**config.mk**
```make
export PLATFORM = sky130hd
export DESIGN_NAME = mdu_sequencer
export DESIGN_NICKNAME = d
export VERILOG_FILES = /design/src/rtl/mdu_pkg.sv /design/src/rtl/mdu_iter_core.sv /design/src/rtl/mdu_sequencer.sv
export SDC_FILE = /design/constraint.sdc
export NUM_CORES = 1
export LEC_CHECK = 0
export BUFFER_PORTS_ARGS = -buffer_cell sky130_fd_sc_hd__buf_2
export CAP_MARGIN = 20
export CORE_ASPECT_RATIO = 0.75
export CORE_MARGIN = 1.5
export CORE_UTILIZATION = 65
export CTS_CLUSTER_DIAMETER = 60
export DETAILED_ROUTE_END_ITERATION = 8
export PLACE_DENSITY = 0.88
export SLEW_MARGIN = 0
export SYNTH_ARGS = -nofsm -noshare
export SYNTH_HDL_FRONTEND = slang
export SYNTH_SLANG_ARGS = --single-unit
```
**constraint.sdc**
```tcl
create_clock -name clk -period 11.9 [get_ports clk]
set_clock_uncertainty 0.1 [all_clocks]
set_input_delay 0.595 -clock clk [delete_from_list [all_inputs] [get_ports clk]]
set_output_delay 0.595 -clock clk [all_outputs]
set_load 0.01 [all_outputs]
```
**src/rtl/mdu_pkg.sv**
```systemverilog
// Shared types for the multiply/divide unit.
// Op encodings, FSM states and default datapath width.
package mdu_pkg;

  localparam int MDU_WIDTH = 32;

  typedef enum logic [2:0] {
    MDU_MULT  = 3'd0,
    MDU_MULTU = 3'd1,
    MDU_DIV   = 3'd2,
    MDU_DIVU  = 3'd3,
    MDU_MFHI  = 3'd4,
    MDU_MFLO  = 3'd5,
    MDU_MTHI  = 3'd6,
    MDU_MTLO  = 3'd7
  } mdu_op_e;

  typedef enum logic [1:0] {
    IDLE  = 2'd0,
    CALC  = 2'd1,
    FIXUP = 2'd2
  } mdu_state_e;

endpackage

```
**src/rtl/mdu_iter_core.sv**
```systemverilog
// Iterative datapath: shift-add multiply and restoring divide,
// one bit per step, on magnitudes only.
module mdu_iter_core
  import mdu_pkg::*;
#(
  parameter int WIDTH = MDU_WIDTH
) (
  input  logic               clk,
  input  logic               reset,
  input  logic               load,
  input  logic               step,
  input  logic               is_div,
  input  logic [WIDTH-1:0]   a_mag,
  input  logic [WIDTH-1:0]   b_mag,
  output logic [2*WIDTH-1:0] acc
);

  logic [WIDTH-1:0]   opnd;
  logic [WIDTH:0]     sum;
  logic [WIDTH:0]     shl;
  logic [WIDTH:0]     trial;
  logic [2*WIDTH-1:0] acc_nxt;

  // acc = {upper, lower}: product/remainder above, multiplier/quotient below
  always_comb begin
    sum   = {1'b0, acc[2*WIDTH-1:WIDTH]}
          + (acc[0] ? {1'b0, opnd} : '0);
    shl   = {acc[2*WIDTH-1:WIDTH], acc[WIDTH-1]};
    trial = shl - {1'b0, opnd};
    if (is_div) begin
      if (trial[WIDTH])
        acc_nxt = {shl[WIDTH-1:0], acc[WIDTH-2:0], 1'b0};
      else
        acc_nxt = {trial[WIDTH-1:0], acc[WIDTH-2:0], 1'b1};
    end else begin
      acc_nxt = {sum, acc[WIDTH-1:1]};
    end
  end

  always_ff @(posedge clk or posedge reset) begin
    if (reset) begin
      acc  <= '0;
      opnd <= '0;
    end else if (load) begin
      acc  <= {{WIDTH{1'b0}}, a_mag};
      opnd <= b_mag;
    end else if (step) begin
      acc  <= acc_nxt;
    end
  end

endmodule

```
**src/rtl/mdu_sequencer.sv**
```systemverilog
// MDU control: FSM, sign handling, HI/LO registers and stall
// generation for the EX stage.
module mdu_sequencer
  import mdu_pkg::*;
#(
  parameter int WIDTH = MDU_WIDTH,
  parameter int CNTW  = 6
) (
  input  logic             clk,
  input  logic             reset,
  input  logic             start,
  input  logic [2:0]       op,
  input  logic [WIDTH-1:0] a,
  input  logic [WIDTH-1:0] b,
  output logic             stall,
  output logic             done,
  output logic [WIDTH-1:0] hi,
  output logic [WIDTH-1:0] lo,
  output logic [WIDTH-1:0] rdata
);

  mdu_state_e state;
  mdu_op_e    op_e;

  logic [CNTW-1:0]    cnt;
  logic               is_div;
  logic               neg_res;
  logic               neg_rem;
  logic               div_zero;
  logic               signed_op;
  logic               sa;
  logic               sb;
  logic               load;
  logic               step;
  logic [WIDTH-1:0]   a_mag;
  logic [WIDTH-1:0]   b_mag;
  logic [2*WIDTH-1:0] acc;
  logic [2*WIDTH-1:0] prod;
  logic [WIDTH-1:0]   quo;
  logic [WIDTH-1:0]   rem;
  logic [WIDTH-1:0]   quo_fix;
  logic [WIDTH-1:0]   rem_fix;

  assign op_e      = mdu_op_e'(op);
  assign signed_op = ~op[0];
  assign sa        = signed_op & a[WIDTH-1];
  assign sb        = signed_op & b[WIDTH-1];
  assign a_mag     = sa ? -a : a;
  assign b_mag     = sb ? -b : b;
  assign load      = (state == IDLE) & start & ~op[2];
  assign step      = (state == CALC);

  mdu_iter_core #(
    .WIDTH (WIDTH)
  ) u_core (
    .clk    (clk),
    .reset  (reset),
    .load   (load),
    .step   (step),
    .is_div (is_div),
    .a_mag  (a_mag),
    .b_mag  (b_mag),
    .acc    (acc)
  );

  // divide by zero forces an all-ones quotient regardless of signs
  assign prod    = neg_res ? -acc : acc;
  assign quo     = acc[WIDTH-1:0];
  assign rem     = acc[2*WIDTH-1:WIDTH];
  assign quo_fix = div_zero ? '1 : (neg_res ? -quo : quo);
  assign rem_fix = neg_rem ? -rem : rem;

  assign stall = (state == CALC)
               | ((state == FIXUP) & start & op[2]);

  always_comb begin
    rdata = '0;
    unique case (1'b1)
      op_e == MDU_MFHI: rdata = hi;
      op_e == MDU_MFLO: rdata = lo;
      default: ;
    endcase
  end

  always_ff @(posedge clk or posedge reset) begin
    if (reset) begin
      state    <= IDLE;
      cnt      <= '0;
      is_div   <= 1'b0;
      neg_res  <= 1'b0;
      neg_rem  <= 1'b0;
      div_zero <= 1'b0;
      done     <= 1'b0;
      hi       <= '0;
      lo       <= '0;
    end else begin
      done <= 1'b0;
      unique case (state)
        IDLE: begin
          if (start) begin
            unique case (op_e)
              MDU_MULT, MDU_MULTU,
              MDU_DIV, MDU_DIVU: begin
                state    <= CALC;
                cnt      <= CNTW'(WIDTH);
                is_div   <= op[1];
                neg_res  <= sa ^ sb;
                neg_rem  <= sa;
                div_zero <= (b == '0);
              end
              MDU_MTHI: hi <= a;
              MDU_MTLO: lo <= a;
              default: ;
            endcase
          end
        end
        CALC: begin
          cnt <= cnt - 1'b1;
          if (cnt == CNTW'(1)) begin
            state <= FIXUP;
            done  <= 1'b1;
          end
        end
        FIXUP: begin
          state <= IDLE;
          if (is_div) begin
            hi <= rem_fix;
            lo <= quo_fix;
          end else begin
            hi <= prod[2*WIDTH-1:WIDTH];
            lo <= prod[WIDTH-1:0];
          end
        end
        default: state <= IDLE;
      endcase
    end
  end

endmodule

```
======== Word level (Yosys, flattened, before mapping) ========
Index checks and enable logic that the tools add are counted.
storage, ports and cells
  input bits .............................. 70
  bits in registers ....................... 173
  output and inout bits ................... 98
cells by class
  muxes and demuxes ....................... 29
  reductions and logical operators ........ 12
  bitwise gates (word level) .............. 10
  add/sub/neg operators ................... 8
  equal/unequal tests ..................... 15
operators with widths
  cell                                                                      number
  32-bit two-way mux                                                        12
  64-bit two-way mux                                                        5
  32-bit case mux with 2 select lines                                       3
  32-bit negator                                                            4
  64-bit negator                                                            1
  32-bit by 33-bit adder with 33-bit output                                 1
  33-bit by 32-bit subtractor with 33-bit output                            1
  32-bit zero test                                                          1
  3-bit AND reduction                                                       5
  3-bit == test (second input constant)                                     4
  6-bit two-way mux                                                         2
  6-bit case mux with 2 select lines                                        1
  2-bit by 1-bit inequality test with 1-bit output (second input constant)  4
  1-bit bitwise AND                                                         6
  3-bit by 2-bit == test with 1-bit output (second input constant)          2
  6-bit by 1-bit == test with 1-bit output (second input constant)          1
  2-bit two-way mux                                                         3
  2-bit nonzero test                                                        3
  6-bit by 1-bit subtractor with 6-bit output (second input constant)       1
  2-bit case mux with 2 select lines                                        1
  4-bit OR reduction                                                        1
  3-bit by 1-bit == test with 1-bit output (second input constant)          1
  3-bit zero test                                                           1
  2-bit by 1-bit == test with 1-bit output (second input constant)          1
  other kinds (7)                                                           9

======== Depth between registers and ports, before layout ========
  depth after elaboration ................. 5
  depth in mapped cells ................... 15

======== Hierarchy ========
Synthesis repeated with hierarchy kept, for this count alone.
unflattened totals
  cells, all modules ...................... 1,898
  area, all modules ....................... 15,163.3 um^2
by module, submodules not included
  module         area an instance (um^2)  cells each  seq. area each (um^2)  instances
  mdu_iter_core  8,247.9                  1,015       2,402.3                1
  mdu_sequencer  6,915.4                  883         1,926.8                1

======== Worst setup path before layout ========
No wires, ideal clock.
  kind .................................... reg2reg
  start point ............................. reg u_core.acc[0]
  end point ............................... reg u_core.acc[53]
  slack ................................... 8.217 ns
  cell stages (with the launch flop) ...... 15
  data required time ...................... 11.662 ns
  arrival time ............................ 3.444 ns
  library setup time ...................... 0.138 ns
  period minus slack after synthesis ...... 3.683 ns
  cells stage by stage .................... dfrtp_1 > inv_1 > clkbuf_1 > nor2_1 > ha_1 > nor2b_1 > o31ai_1 > a21oi_1 > o311ai_0 > a21oi_1 > o41ai_1 > o21ai_0 > a21oi_1 > xor2_1 > o221ai_1
on the way
  cells in the longest elaborated chain, start to end .. 5
ends and longest elaborated chain
  item                                       line                 source
  from (decl)                                mdu_iter_core.sv:15  output logic [2*WIDTH-1:0] acc
  from (signal assigned)                     mdu_iter_core.sv:45  acc <= {{WIDTH{1'b0}}, a_mag};
  from (signal assigned)                     mdu_iter_core.sv:48  acc <= acc_nxt;
  32-bit two-way mux                         mdu_iter_core.sv:27  + (acc[0] ? {1'b0, opnd} : '0);
  32-bit by 33-bit adder with 33-bit output  mdu_iter_core.sv:27
  64-bit two-way mux                         mdu_iter_core.sv:30  if (is_div) begin
  64-bit two-way mux                         mdu_iter_core.sv:47  end else if (step) begin
  64-bit two-way mux                         mdu_iter_core.sv:44  end else if (load) begin
Every way passes these cells. The select of a mux whose other input is x is not followed.
A chain may end at the register's enable or synchronous reset.

======== Final worst setup path ========
  start point ............................. reg u_core.acc[0]
  end point ............................... reg u_core.acc[61]
Same word-level chain as after synthesis.

==> summary.md <==
| Metric | Value |
|---|---|
| Outcome | `complete, no violations` |
| Hold Path Class | `in2async` |
| Post-synth EDFFs | `0` |
| Clock Tree Buf Depth | `2` |
| Dpl hpwl | `33400 um` |
| Area grow syn2layout | `10.8%` |
| H-tree lvl count | `4` |
| Total chip power | `~5.1 mW` |
| FF-to-FF Start | `u_core.acc[0]` |
| Fin nets | `2004` |
| Yosys cell types | `75` |
| Synth top area share | `0.299` |
| Final core utilization | `0.731` |
| Share of layout cells above drive strength 1 | `0.135` |
| RSZ-0062 raised after global routing | `false` |
| Post-CTS sizing | `0` |
| DRC | `0` |
| Drt total wl | `46400 um` |
| Commonest non-fill, non-tap cell in the layout | `dfrtp_1` |
| Post-synthesis sequential area ratio | `0.299` |
| Top_reg_cell synth | `dfrtp_1` |
| Most frequent cells in the layout | `172 x dfrtp_1, 167 x buf_2, 164 x a21oi_1` |
| Total number of vias | `14600` |
| CP Data Arrival Time | `approximately 5.4 ns` |
| Root Buffer | `clkbuf_16` |
| Slew Limit Fails | `0` |
| Leakage power | `7.22 nW` |
| Max-cap violations | `0` |
| Worst-Skew Late Latency | `0.46 ns` |
| TritonCTS clock tree | `built` |
| Clock Sinks | `173` |
| First-pass GRT wire length | `between 70000 and 80000 um` |
| Number of global-route vias before repair | `about 14000` |
| Mean number of vias per cell | `slightly below 7` |
| Post-CTS Hold Buffers | `0` |
| Initial core utilization | `0.659` |
| Worst reg2reg endpoint | `u_core.acc[61]` |
| Crit end category | `register` |
| Placed Area | `0.0154 mm^2` |
| Routed len/inst | `roughly 21 um` |
| FF-to-FF setup slack | `between 6 and 7 ns` |
| Pin count of the biggest net entering global routing | `approximately 110` |
| Hold Violations, Final | `0` |
| Violation count after the first detailed-route iteration | `1990` |
| Setup Fix Bufs, Post-CTS | `0` |
| R2R depth | `13` |
| CP Launch Point | `u_core.acc[0]` |
| Delay-heaviest family, CP | `compound AO/OA/AOI/OAI gates` |
| Worst-path cell chain | `inv_1, nor2_1, ha_1, nor2b_1, o31ai_1, a21oi_1, o311ai_0, a211oi_1, o21a_1, o41ai_1, xnor2_1, o21ai_0, a22oi_1` |
| Worst Path Max Fanout | `32` |
| P per Cell Area | `between 300 and 400 mW/mm^2` |
| Maximum VDD drop | `0.189 mV` |
| Die H | `approximately 130 um` |
| Max frequency | `194 MHz` |
| CORE AREA | `0.0219 mm^2` |
| TritonCTS Buffers | `17` |
| # setup viols final | `0` |
| Ranking of synthesized cells by area | `dfrtp_1 30%, xor2_1 6.4%, mux2i_1 6.3%, ha_1 6.1%, a21oi_1 5.7%` |
| Actual slew at the worst max-slew pin | `1.03 ns` |
| Grt total ovfl | `0` |
| Total Routing Usage GR | `0.402` |
| Initial antenna violation count | `3` |
| Worst path buffer plus inverter count | `1` |
| Port Buf Inserts | `167` |
| I/O pin total | `168` |
| Post-route antenna net violation count | `0` |
| Yosys warnings | `0` |
| Critical path class | `reg2reg` |
| Cells after Synth | `1762` |
| Cell taking the most area after synthesis | `dfrtp_1` |
| Die Area | `0.0232 mm^2` |
| WP data required | `~12 ns` |
| # rows | `47` |
| Crit path largest cell delay | `0.78 ns` |
| Tmin final | `5.15 ns` |
| Final Wtd Congestion | `0.980` |
| CP startpoint kind | `register` |
| Initial DRT Pass Iterations | `6` |
| Synthesized flop and latch total | `173` |
| Die Wd | `175 um` |
| Syn_nets | `1904` |
| Tcrit/Tclk final | `0.433` |
| Setup TNS | `0 ns` |
| Critical path's slowest cell | `o311ai_0` |
| Design Area, Final | `0.0160 mm^2` |
| Reg clk slew, reported paths | `approximately 0.07 ns` |
| Fillers | `roughly 1700` |
| Slew HR | `0.311` |
| Syn avg cell area | `8.21 um^2` |
| Pre-CTS WS | `approximately 7.1 ns` |
| Post-Syn Area | `0.0145 mm^2` |
| Ys async rst share | `1.00` |
| Fin worst setup slack | `slightly below 7 ns` |
==> cells by family (layout without fill, tap and decap cells) <==
logic type      count (synthesis)  in the layout  share of synthesized area
fa+ha+maj                      72             72                     0.0633
simple gates                  491            491                      0.162
flops                         173            173                      0.299
buf+inv                       170            281                     0.0461
mux                            92             92                     0.0638
other cells                     0              3                          0
xor+xnor                      173            173                      0.105
compound gates                591            591                      0.260
==> cells in the mapped netlist (4+ instances only) <==
library cell  count
a31oi_1          12
mux2i_1          91
a21oi_1         165
nand2b_1         18
nor2b_1          21
inv_1            64
o21ai_0         139
o41ai_1          12
or4_4             4
nand4_1           6
or3_1             6
ha_1             70
a21o_1           47
or4_1             9
clkbuf_1         92
o21bai_1         12
xnor2_1          66
nor3_1           36
a22o_1           32
a22oi_1          20
and2_1            8
dfrtp_1         173
o31ai_1          24
a211oi_1         42
buf_2             7
nand3_1          26
o221ai_1          5
xor2_1          106
and3_1           12
nand2_1         162
nor4_1           17
nor3b_1           4
a32oi_1          10
or2_2             9
o21a_1           13
o21ai_1          17
nor2_1          138
==> per-stage QoR <==
| stage | hold WS [ns] | std cells |
|---|---|---|
| final | 0.284 | 2170 |
| after global routing | 0.326 | 2170 |
| after CTS | 0.319 | 2166 |
| after detailed placement | 0.370 | 2136 |
| after global placement | 0.365 | 2136 |
| after floorplan | 0.350 | 1762 |
==> power breakdown <==
group | switching [mW] | leakage [nW] | internal [mW]
Clock | 0.249 | 0.267 | 0.314
Sequential | 0.417 | 2.08 | 0.864
Combinational | 1.89 | 4.87 | 1.33
==> layout make-up <==
type / count / area (um^2) / share of cell area
Sequential cell: 173 / 4330 / 0.270
Tap cell: 294 / 368 / 0.0229
Timing Repair Buffer: 187 / 993 / 0.0620
Clock buffer: 25 / 505 / 0.0315
Multi-Input combinational cell: 1419 / 9520 / 0.594
Inverter: 64 / 245 / 0.0153
Antenna cell: 3 / 7.51 / 0.000468
Clock inverter: 5 / 57.6 / 0.00359
==> worst register-to-register path, stage by stage (launching register included) <==
cell and delay, ns:
dfrtp_1 0.44, inv_1 0.77, nor2_1 0.11, ha_1 0.37, nor2b_1 0.19, o31ai_1 0.48, a21oi_1 0.21, o311ai_0 0.78
a211oi_1 0.23, o21a_1 0.27, o41ai_1 0.62, xnor2_1 0.19, o21ai_0 0.09, a22oi_1 0.22
==> state kept, by name (all words and copies together), names as in the netlist <==
register     count
div_zero         1
neg_rem          1
hi              32
state            2
u_core.acc      64
cnt              6
done             1
is_div           1
u_core.opnd     32
neg_res          1
lo              32
==> worst max-delay path by stage <==
| stage | end | cells past startpoint |
|---|---|---|
| 6_report | u_core.acc[61] | 13 |
| 5_1_grt | u_core.acc[53] | 13 |
| 4_1_cts | u_core.acc[53] | 13 |
| 3_5_place_dp | u_core.acc[53] | 13 |
| 3_3_place_gp | u_core.acc[61] | 13 |
| 2_1_floorplan | cnt[0] | 1 |
==> routing by layer <==
layer / GRT usage / vias to the layer above / part of all wire
met4: 0.150 / 0 / 0.036
met3: 0.112 / 160 / 0.13
met2: 0.582 / 945 / 0.42
met1: 0.570 / 6960 / 0.41
met5: 0 / - / 0
li1: - / 6577 / -
No activity file was read; power rests on OpenSTA's default activity.
